===== src/rtl/multi_timer_pkg.sv =====
// Shared definitions for the multi-channel timer.
//   ch_state_t   : per-channel FSM state (IDLE, RUN, DONE)
//   MODE_*       : ch_mode encoding (one-shot / continuous)
package multi_timer_pkg;

  typedef enum logic [1:0] {
    ST_IDLE = 2'd0,
    ST_RUN  = 2'd1,
    ST_DONE = 2'd2
  } ch_state_t;

  localparam logic MODE_ONESHOT = 1'b0;
  localparam logic MODE_CONT    = 1'b1;

endpackage


===== src/rtl/multi_timer_if.sv =====
// Register-file side bundle of the multi-channel timer.
//   master : register file / bench (drives configuration, reads status)
//   slave  : multi_timer (reads configuration, drives status)
// Signals:
//   prescale  tick every prescale+1 clocks
//   ch_en     per-channel enable (level)
//   ch_mode   per-channel mode, 0 = one-shot, 1 = continuous
//   period    channel i uses period[i*WIDTH +: WIDTH]
//   irq_mask  1 = channel flag drives irq
//   irq_clr   single-cycle write-1-to-clear of irq_flag/irq_ovf
//   timer     one-cycle expiry pulse per channel
//   irq_flag  sticky expiry flag
//   irq_ovf   sticky missed-interrupt flag
//   irq       OR over (irq_flag & irq_mask)
//   cnt_dbg   current channel counters
interface multi_timer_if #(
  parameter int N_CH    = 4,
  parameter int WIDTH   = 16,
  parameter int PRESC_W = 8
);

  logic [PRESC_W-1:0]    prescale;
  logic [N_CH-1:0]       ch_en;
  logic [N_CH-1:0]       ch_mode;
  logic [N_CH*WIDTH-1:0] period;
  logic [N_CH-1:0]       irq_mask;
  logic [N_CH-1:0]       irq_clr;
  logic [N_CH-1:0]       timer;
  logic [N_CH-1:0]       irq_flag;
  logic [N_CH-1:0]       irq_ovf;
  logic                  irq;
  logic [N_CH*WIDTH-1:0] cnt_dbg;

  modport master (
    output prescale, ch_en, ch_mode, period, irq_mask, irq_clr,
    input  timer, irq_flag, irq_ovf, irq, cnt_dbg
  );

  modport slave (
    input  prescale, ch_en, ch_mode, period, irq_mask, irq_clr,
    output timer, irq_flag, irq_ovf, irq, cnt_dbg
  );

endinterface


===== src/rtl/multi_timer_channel.sv =====
// One timer channel: IDLE/RUN/DONE FSM, up-counter, expiry pulse and
// sticky interrupt / missed-interrupt flags.
// Ports:
//   chosen_clk, rst_n  clock, async active-low reset
//   tick               shared prescaler tick
//   en, mode, period   channel configuration
//   clr                write-1-to-clear of irq_flag/irq_ovf
//   timer              one-cycle expiry pulse (registered)
//   irq_flag, irq_ovf  sticky flags
//   running            channel is in RUN (keeps the prescaler going)
//   cnt                current count
module timer_channel
  import multi_timer_pkg::*;
#(
  parameter int WIDTH = 16
) (
  input  logic             chosen_clk,
  input  logic             rst_n,
  input  logic             tick,
  input  logic             en,
  input  logic             mode,
  input  logic [WIDTH-1:0] period,
  input  logic             clr,
  output logic             timer,
  output logic             irq_flag,
  output logic             irq_ovf,
  output logic             running,
  output logic [WIDTH-1:0] cnt
);

  ch_state_t state;
  logic      expire;

  // >= rather than == so a period lowered below the running count
  // expires on the next tick instead of wrapping the counter.
  assign expire  = en && (state == ST_RUN) && (period != '0) && tick && (cnt >= period);
  assign running = (state == ST_RUN);

  // NOTE: every register here is assigned with <= so all of them update
  // from the same pre-edge values; blocking assignments would let later
  // statements see half-updated state.
  always_ff @(posedge chosen_clk or negedge rst_n) begin
    if (!rst_n) begin
      state    <= ST_IDLE;
      cnt      <= '0;
      timer    <= 1'b0;
      irq_flag <= 1'b0;
      irq_ovf  <= 1'b0;
    end else begin
      timer <= expire;

      if (!en) begin
        state <= ST_IDLE;
        cnt   <= '0;
      end else begin
        case (state)
          ST_IDLE: begin
            if (period != '0) begin
              state <= ST_RUN;
              cnt   <= '0;
            end
          end
          ST_RUN: begin
            if (period == '0) begin
              state <= ST_IDLE;
              cnt   <= '0;
            end else if (expire) begin
              cnt   <= '0;
              state <= (mode == MODE_CONT) ? ST_RUN : ST_DONE;
            end else if (tick) begin
              cnt <= cnt + WIDTH'(1);
            end
          end
          ST_DONE: cnt <= '0;
          default: begin
            state <= ST_IDLE;
            cnt   <= '0;
          end
        endcase
      end

      // Expiry beats a simultaneous clear; overflow is only recorded when
      // an unacknowledged flag is hit again.
      if (expire) begin
        irq_flag <= 1'b1;
        if (irq_flag && !clr) irq_ovf <= 1'b1;
      end else if (clr) begin
        irq_flag <= 1'b0;
        irq_ovf  <= 1'b0;
      end
    end
  end

endmodule


===== src/rtl/multi_timer.sv =====
// N_CH independent timer channels sharing one programmable prescaler.
// Ports:
//   chosen_clk  active-high clock (selected upstream)
//   rst_n       asynchronous active-low reset
//   bus         multi_timer_if slave: configuration in, pulses/flags out
module multi_timer
  import multi_timer_pkg::*;
#(
  parameter int N_CH    = 4,
  parameter int WIDTH   = 16,
  parameter int PRESC_W = 8
) (
  input  logic          chosen_clk,
  input  logic          rst_n,
  multi_timer_if.slave  bus
);

  logic [PRESC_W-1:0]    pre_cnt;
  logic                  tick;
  logic                  any_run;
  logic [N_CH-1:0]       running;
  logic [N_CH-1:0]       timer_v;
  logic [N_CH-1:0]       flag_v;
  logic [N_CH-1:0]       ovf_v;
  logic [N_CH*WIDTH-1:0] cnt_v;

  assign any_run = |running;
  assign tick    = (pre_cnt == bus.prescale);

  // The prescaler only runs while some channel is counting, so every
  // freshly started channel on an otherwise idle timer sees the same phase.
  always_ff @(posedge chosen_clk or negedge rst_n) begin
    if (!rst_n) begin
      pre_cnt <= '0;
    end else if (!any_run || tick) begin
      pre_cnt <= '0;
    end else begin
      pre_cnt <= pre_cnt + PRESC_W'(1);
    end
  end

  for (genvar gi = 0; gi < N_CH; gi++) begin : g_ch
    timer_channel #(.WIDTH(WIDTH)) u_ch (
      .chosen_clk (chosen_clk),
      .rst_n      (rst_n),
      .tick       (tick),
      .en         (bus.ch_en[gi]),
      .mode       (bus.ch_mode[gi]),
      .period     (bus.period[gi*WIDTH +: WIDTH]),
      .clr        (bus.irq_clr[gi]),
      .timer      (timer_v[gi]),
      .irq_flag   (flag_v[gi]),
      .irq_ovf    (ovf_v[gi]),
      .running    (running[gi]),
      .cnt        (cnt_v[gi*WIDTH +: WIDTH])
    );
  end

  assign bus.timer    = timer_v;
  assign bus.irq_flag = flag_v;
  assign bus.irq_ovf  = ovf_v;
  assign bus.cnt_dbg  = cnt_v;
  // Flags are registers, so irq is glitch-free while tracking them directly.
  assign bus.irq      = |(flag_v & bus.irq_mask);

endmodule

===== src/flat_wrapper.sv =====
// flat-port wrapper written by rule: the top's interface ports become plain ports
module multi_timer_flat import multi_timer_pkg::*;
#(
  parameter int N_CH    = 4,
  parameter int WIDTH   = 16,
  parameter int PRESC_W = 8
)
  (chosen_clk, rst_n, bus_prescale, bus_ch_en, bus_ch_mode, bus_period, bus_irq_mask, bus_irq_clr, bus_timer, bus_irq_flag, bus_irq_ovf, bus_irq, bus_cnt_dbg);
  multi_timer_if #(.N_CH(N_CH), .WIDTH(WIDTH), .PRESC_W(PRESC_W)) bus_i ();
  input  logic chosen_clk;
  input  logic rst_n;
  input wire logic [$bits(bus_i.prescale)-1:0] bus_prescale;
  input wire logic [$bits(bus_i.ch_en)-1:0] bus_ch_en;
  input wire logic [$bits(bus_i.ch_mode)-1:0] bus_ch_mode;
  input wire logic [$bits(bus_i.period)-1:0] bus_period;
  input wire logic [$bits(bus_i.irq_mask)-1:0] bus_irq_mask;
  input wire logic [$bits(bus_i.irq_clr)-1:0] bus_irq_clr;
  output wire logic [$bits(bus_i.timer)-1:0] bus_timer;
  output wire logic [$bits(bus_i.irq_flag)-1:0] bus_irq_flag;
  output wire logic [$bits(bus_i.irq_ovf)-1:0] bus_irq_ovf;
  output wire logic [$bits(bus_i.irq)-1:0] bus_irq;
  output wire logic [$bits(bus_i.cnt_dbg)-1:0] bus_cnt_dbg;
  assign bus_i.prescale = bus_prescale;
  assign bus_i.ch_en = bus_ch_en;
  assign bus_i.ch_mode = bus_ch_mode;
  assign bus_i.period = bus_period;
  assign bus_i.irq_mask = bus_irq_mask;
  assign bus_i.irq_clr = bus_irq_clr;
  assign bus_timer = bus_i.timer;
  assign bus_irq_flag = bus_i.irq_flag;
  assign bus_irq_ovf = bus_i.irq_ovf;
  assign bus_irq = bus_i.irq;
  assign bus_cnt_dbg = bus_i.cnt_dbg;
  multi_timer #(.N_CH(N_CH), .WIDTH(WIDTH), .PRESC_W(PRESC_W)) u_core (.chosen_clk(chosen_clk), .rst_n(rst_n), .bus(bus_i));
endmodule

===== config.mk =====
export PLATFORM = sky130hd
export DESIGN_NAME = multi_timer_flat
export DESIGN_NICKNAME = d
export VERILOG_FILES = /design/src/rtl/multi_timer_pkg.sv /design/src/rtl/multi_timer_if.sv /design/src/rtl/multi_timer_channel.sv /design/src/rtl/multi_timer.sv /design/src/flat_wrapper.sv
export SDC_FILE = /design/constraint.sdc
export NUM_CORES = 1
export LEC_CHECK = 0
export ABC_AREA = 1
export BUFFER_PORTS_ARGS = -buffer_cell sky130_fd_sc_hd__buf_2
export CELL_PAD_IN_SITES_DETAIL_PLACEMENT = 0
export CELL_PAD_IN_SITES_GLOBAL_PLACEMENT = 2
export CORE_ASPECT_RATIO = 0.5
export CORE_MARGIN = 5
export CORE_UTILIZATION = 32
export CTS_CLUSTER_SIZE = 16
export DETAILED_ROUTE_END_ITERATION = 8
export PLACE_DENSITY_LB_ADDON = 0.1
export REMOVE_ABC_BUFFERS = 1
export SYNTH_ARGS = -nofsm -noshare
export SYNTH_HDL_FRONTEND = slang
export SYNTH_HIERARCHICAL = 1
export SYNTH_SLANG_ARGS = --single-unit

===== constraint.sdc =====
create_clock -name chosen_clk -period 2.95 [get_ports chosen_clk]
set_input_delay 0.59 -clock chosen_clk [delete_from_list [all_inputs] [get_ports chosen_clk]]
set_output_delay 0.59 -clock chosen_clk [all_outputs]
set_load 0.005 [all_outputs]

* Yosys cells after proc, flatten, opt, wreduce, memory -nomap -nowiden
Cells that the tools add are included.
Operators by class: bitwise logic cells 1, reductions and logical operators 56, mux-type cells 65, magnitude comparators 4, add/subtract/negate cells 5, equality and inequality tests 29
Operators with widths (count):
- 16-bit two-way mux | 20
- 16-bit case mux with 2 select lines | 4
- 16-bit by 1-bit adder with 16-bit output (second input constant) | 4
- 16-bit greater-or-equal comparator | 4
- 16-bit zero test | 4
- 16-bit nonzero test | 4
- 2-bit two-way mux | 20
- 2-bit case mux with 3 select lines | 4
- 1-bit logical AND | 20
- 1-bit two-way mux | 16
- 4-bit by 2-bit != test with 1-bit output (second input constant) | 4
- 2-bit AND reduction | 8
- 5-bit by 2-bit != test with 1-bit output (second input constant) | 3
- 3-bit != test (second input constant) | 4
- 3-bit AND reduction | 4
- 8-bit by 1-bit adder with 8-bit output (second input constant) | 1
- 2-bit by 1-bit equality test with 1-bit output (second input constant) | 4
- 2-bit equality test (second input constant) | 4
- 8-bit equality test | 1
- 2-bit zero test | 4
- 8-bit two-way mux | 1
- 2-bit by 1-bit != test with 1-bit output (second input constant) | 4
- 2-bit != test (second input constant) | 4
- 2-bit nonzero test | 4
- other kinds (5) | 10
Storage, ports and cells: input bits 90, output and inout bits 77, register bits after elaboration 92, word-level logic and storage cells 181

* Longest topological paths before layout
depth in word-level cells 9, depth in mapped cells 17, mapped depth without buffers 16

* By module
Netlist, hierarchy kept.
By module, submodules not included:
- timer_channel at u_core.g_ch[0].u_ch ... | cells an instance 249, times used 3, area an instance 1695.4 sq um, seq. area each 525.5 sq um
- timer_channel at u_core.g_ch[3].u_ch | cells an instance 247, times used 1, area an instance 1706.6 sq um, seq. area each 525.5 sq um
- multi_timer | cells an instance 79, times used 1, area an instance 544.3 sq um, seq. area each 200.2 sq um

* Least setup slack after synthesis
No wires, ideal clock.
path type input -> register, from in bus_prescale[3], to reg u_core.g_ch[3].u_ch.cnt[3], stages 12, setup time 0.126 ns, path buffers 1, setup slack 1.055 ns, data required time 2.824 ns, arrival 1.769 ns, path through xnor2_1 -> nand2_1 -> nor2_1 -> nand2_2 -> inv_1 -> nor3_1 -> nand2_2 -> nand2_2 -> buf_6 -> nor2_1 -> xor2_1 -> a21oi_1
On the way: word-level cells in the longest chain between the ends 7, elaborated cells on any way between the ends 9, classes of those cells eq/ne: 2; mux: 4; reduce/logical: 3
Ends and longest elaborated chain:
- from (decl) | RTL line flat_wrapper.sv:12 | input wire logic [$bits(bus_i.prescale)-1:0] bus_prescale;
- 8-bit equality test (*) | RTL line multi_timer.sv:28 | assign tick = (pre_cnt == bus.prescale);
- net u_core.tick | RTL line multi_timer.sv:19 | logic tick;
- 1-bit logical AND (2 in series) | RTL line multi_timer_channel.sv:36 | assign expire = en && (state == ST_RUN) && (period != '0) && tick && (cnt >= period);
- 16-bit two-way mux | RTL line multi_timer_channel.sv:67 | end else if (expire) begin
- 16-bit two-way mux | RTL line multi_timer_channel.sv:64 | if (period == '0) begin
- 16-bit case mux with 2 select lines | RTL line multi_timer_channel.sv:56 | case (state)
- 16-bit two-way mux | RTL line multi_timer_channel.sv:52 | if (!en) begin
- to (signal assigned) | RTL line multi_timer_channel.sv:71 | cnt <= cnt + WIDTH'(1);
- to (decl) | RTL line multi_timer_channel.sv:28 | output logic [WIDTH-1:0] cnt
Mark *: on every way through the listed nets, which the timed path passes. The rest lies on a longest branch. A chain may end at the register's enable or synchronous reset.

* Worst setup path after layout
from reg u_core.pre_cnt[5], to reg u_core.g_ch[1].u_ch.cnt[8]
On the way: word-level cells in the longest chain between the ends 7, elaborated cells on any way between the ends 9, classes of those cells eq/ne: 2; mux: 4; reduce/logical: 3
Ends and longest elaborated chain:
- from (decl) | RTL line multi_timer.sv:18 | logic [PRESC_W-1:0] pre_cnt;
- from (signal assigned) | RTL line multi_timer.sv:38 | pre_cnt <= pre_cnt + PRESC_W'(1);
- 8-bit equality test (*) | RTL line multi_timer.sv:28
- net u_core.tick | RTL line multi_timer.sv:19
- 1-bit logical AND (2 in series) | RTL line multi_timer_channel.sv:36
- 16-bit two-way mux | RTL line multi_timer_channel.sv:67
- 16-bit two-way mux | RTL line multi_timer_channel.sv:64
- 16-bit case mux with 2 select lines | RTL line multi_timer_channel.sv:56
- 16-bit two-way mux | RTL line multi_timer_channel.sv:52
- to (signal assigned) | RTL line multi_timer_channel.sv:71
- to (decl) | RTL line multi_timer_channel.sv:28
Marked as above.

==> impl_metrics.json <==
{
  "r2r_cells": 15,
  "die_y_um": 117,
  "cts-buffers-inserted": 9,
  "critPathMaxFanout": 20,
  "max_cap_violations": 0,
  "synth_top_area_share_pct": 31.4,
  "critPathCaptureType": "register",
  "num_vias": 6997,
  "hold_path_class": "in2async",
  "diodes": 0,
  "synth_top_cell_by_area": "dfrtp_1",
  "grt_pass1_vias": 6636,
  "slew_viol_final": 0,
  "synthTopCellsByArea": "dfrtp_1 31%, nand2_1 14%, ha_1 12%",
  "hold_violations": 0,
  "std_cell_rows": 39,
  "grt_usage_pct": 15.7,
  "cts_tree": "done",
  "leakagePower_nw": 4.93,
  "grt_overflow_total": 0,
  "synth_fa_ha_area_share_pct": 11.8,
  "powerDensity_mw_per_mm2": 385,
  "synth-seq-area-share_pct": 31.4,
  "die_w_um": 224,
  "avgViaCountPerCell": 4.52,
  "ir_drop_v": 0.000231,
  "port_buffers": 166,
  "cts.hold.buffers_added": 0,
  "start_util_pct": 32.3,
  "root_buffer": "clkbuf_16",
  "h-tree-depth": 3,
  "worst_slew_pin_slew_ns": 0.844,
  "hpwlAfterDp_mm": 16.5,
  "grt_pass1_wl_mm": 33.2,
  "setup_tns_ns": 0,
  "ioPinCount": 167,
  "final_util_pct": 38.8,
  "antenna_found_initial": 0,
  "grt_max_degree": 62,
  "drc_errors": 0,
  "core_sq_mm": 0.0227,
  "final_net_count": 1396,
  "synth-simple-area-share_pct": 33.4,
  "ys_warn_count": 6,
  "area_growth_pct": 19.8,
  "worst_r2r_endpoint": "u_core/g_ch[1].u_ch/cnt[8]",
  "drtAntennaViolNets": 0,
  "finalWeightedCongestion": 0.820,
  "insertion_delay_ns": 0.35,
  "crit-reg2reg-launch": "u_core/pre_cnt[5]",
  "arrival_ns": 2.70,
  "fin_total_pwr_w": 0.00339,
  "drtIter0Drc": 355,
  "status": "finished clean",
  "clk_pin_slew_ns": 0.07,
  "rsz0062_at_grt": "no",
  "netlist_area_sq_mm": 0.00734,
  "synth-xor-area-share_pct": 1.91,
  "period_needed_ns": 2.43,
  "drive_gt1_share_pct": 20.2,
  "synth_cells": 1073,
  "yosysUniqueCellTypes": 29,
  "first_pass_iters": 4,
  "syn_area_per_cell_sq_um": 6.84,
  "synth_top_family_by_area": "simple AND/OR/NAND/NOR gates",
  "routed_wirelength_mm": 20.6,
  "die_area_sq_mm": 0.0262,
  "skew_ns": 0.0109,
  "finalCritPeriodShare_pct": 82.5,
  "clk_path_buf_depth": 2,
  "required_ns": 3.22,
  "wire_per_inst_um": 13.3,
  "timing.fmax_mhz": 411,
  "finalSetupViolations": 0,
  "synth-compound-area-share_pct": 9.19,
  "cts-resized-gates": 0,
  "crit_type": "reg2reg",
  "rrSetupSlack_ns": 0.52,
  "muxShareOfSynthArea_pct": 0,
  "start_kind": "register",
  "ys_seq_elements": 92,
  "cts_setup_buffers": 0,
  "clock_sinks": 92,
  "slew_headroom_pct": 43.7
}
==> cell usage in the layout (no fill, tap or decap), types with 9 or more instances in the layout <==
cell type / netlist / final
nand4_1: 25 / 25
nor3_1: 22 / 22
xor2_1: 9 / 9
nor2_1: 97 / 97
nand2_2: 21 / 21
buf_2: 7 / 165
nand2_1: 275 / 275
nand3_1: 67 / 67
dfrtp_1: 92 / 92
ha_1: 69 / 69
a21oi_1: 77 / 77
nor2_2: 20 / 20
o21ai_0: 35 / 35
clkbuf_16: 0 / 9
inv_1: 202 / 202
==> metrics by stage <==
step	setup slack (ns)	hold slack [ns]	cells	instance area, sq um
after floorplan	0.846	0.294	1058	7210
after global placement	0.317	0.490	1533	8460
after detailed placement	0.264	0.494	1533	8460
after CTS	0.468	0.378	1549	8790
after global routing	0.160	0.414	1549	8790
final	0.515	0.335	1549	8790
==> cell usage after synthesis <==
cell,count
o21a_1,4
o21ai_1,1
nor3_1,22
xnor2_1,7
nand3b_1,1
ha_1,69
nor2_2,20
and2_1,1
o21bai_1,7
nand2_1,275
a21oi_2,3
buf_6,8
o21ai_0,35
nor3_2,2
nand4_1,25
a21oi_1,77
nand4_2,1
nor2_1,97
inv_2,7
nor2_4,4
nor2_8,1
inv_1,202
dfrtp_1,92
nand3_1,67
xor2_1,9
buf_2,7
nand3_2,7
nand2_4,1
nand2_2,21
==> state kept, by name, indices dropped and copies added, names as in the netlist <==
| signal | count |
|---|---|
| u_core/g_ch.u_ch/state | 8 |
| u_core/pre_cnt | 8 |
| u_core/g_ch.u_ch/cnt | 64 |
| u_core/g_ch.u_ch/timer | 4 |
| u_core/g_ch.u_ch/irq_flag | 4 |
| u_core/g_ch.u_ch/irq_ovf | 4 |
==> kinds of logic after synthesis <==
kind of cell / count (synthesis)
compound gates: 127
simple gates: 545
flops: 92
xor+xnor: 16
buf+inv: 224
fa+ha+maj: 69
==> cell type report <==
class	count	area [sq um]
clock buffers	12	267
fillers	2493	13900
flip-flops and latches	92	2300
inverters	209	785
clock inverters	4	70.1
multi-input cells	757	4130
repair buffers	168	861
well taps	307	384
==> worst max path at each step <==
| stage | start | end | slack (ns) | depth (start not counted) |
|---|---|---|---|---|
| floorplan | bus_prescale[3] | u_core/g_ch[3].u_ch/cnt[2] | 0.85 | 13 |
| global placement | bus_prescale[2] | u_core/g_ch[0].u_ch/cnt[12] | 0.32 | 13 |
| global route | u_core/pre_cnt[5] | u_core/g_ch[1].u_ch/cnt[4] | 0.16 | 15 |
| finish | u_core/pre_cnt[5] | u_core/g_ch[1].u_ch/cnt[8] | 0.52 | 15 |
| CTS | u_core/pre_cnt[5] | u_core/g_ch[1].u_ch/cnt[4] | 0.47 | 15 |
| detailed placement | bus_prescale[2] | u_core/g_ch[1].u_ch/cnt[4] | 0.26 | 14 |
==> worst max-delay path, cell delays in order (launching register included) <==
cell and delay (ns):
dfrtp_1 0.41, inv_1 0.13, nand2_1 0.07, nand2_1 0.05
nand2_1 0.05, nor2_1 0.14, nand2_2 0.12, inv_1 0.30
nor3_1 0.12, nand2_2 0.13, nand2_2 0.17, inv_2 0.33
nand2_1 0.10, nand2_1 0.08, nand2_1 0.05, a21oi_1 0.10
==> report_power, final <==
part | switching (W) | leakage, nW | internal [W]
Sequential | 0.0000796 | 1.26 | 0.00133
Combinational | 0.000423 | 3.50 | 0.000241
Clock | 0.000508 | 0.169 | 0.000810
==> metal layers <==
layer  track usage [%]  vias up  part of all wire (%)  wire [um]
met1              21.8     3189                    50      10400
met2              25.9       88                    45       9310
met5                 0        -                     0          0
met3              3.11       13                   3.6        747
met4              2.81        0                  0.88        182
li1                  -     3707                     -          -
Power figures use the tool's default switching activity.
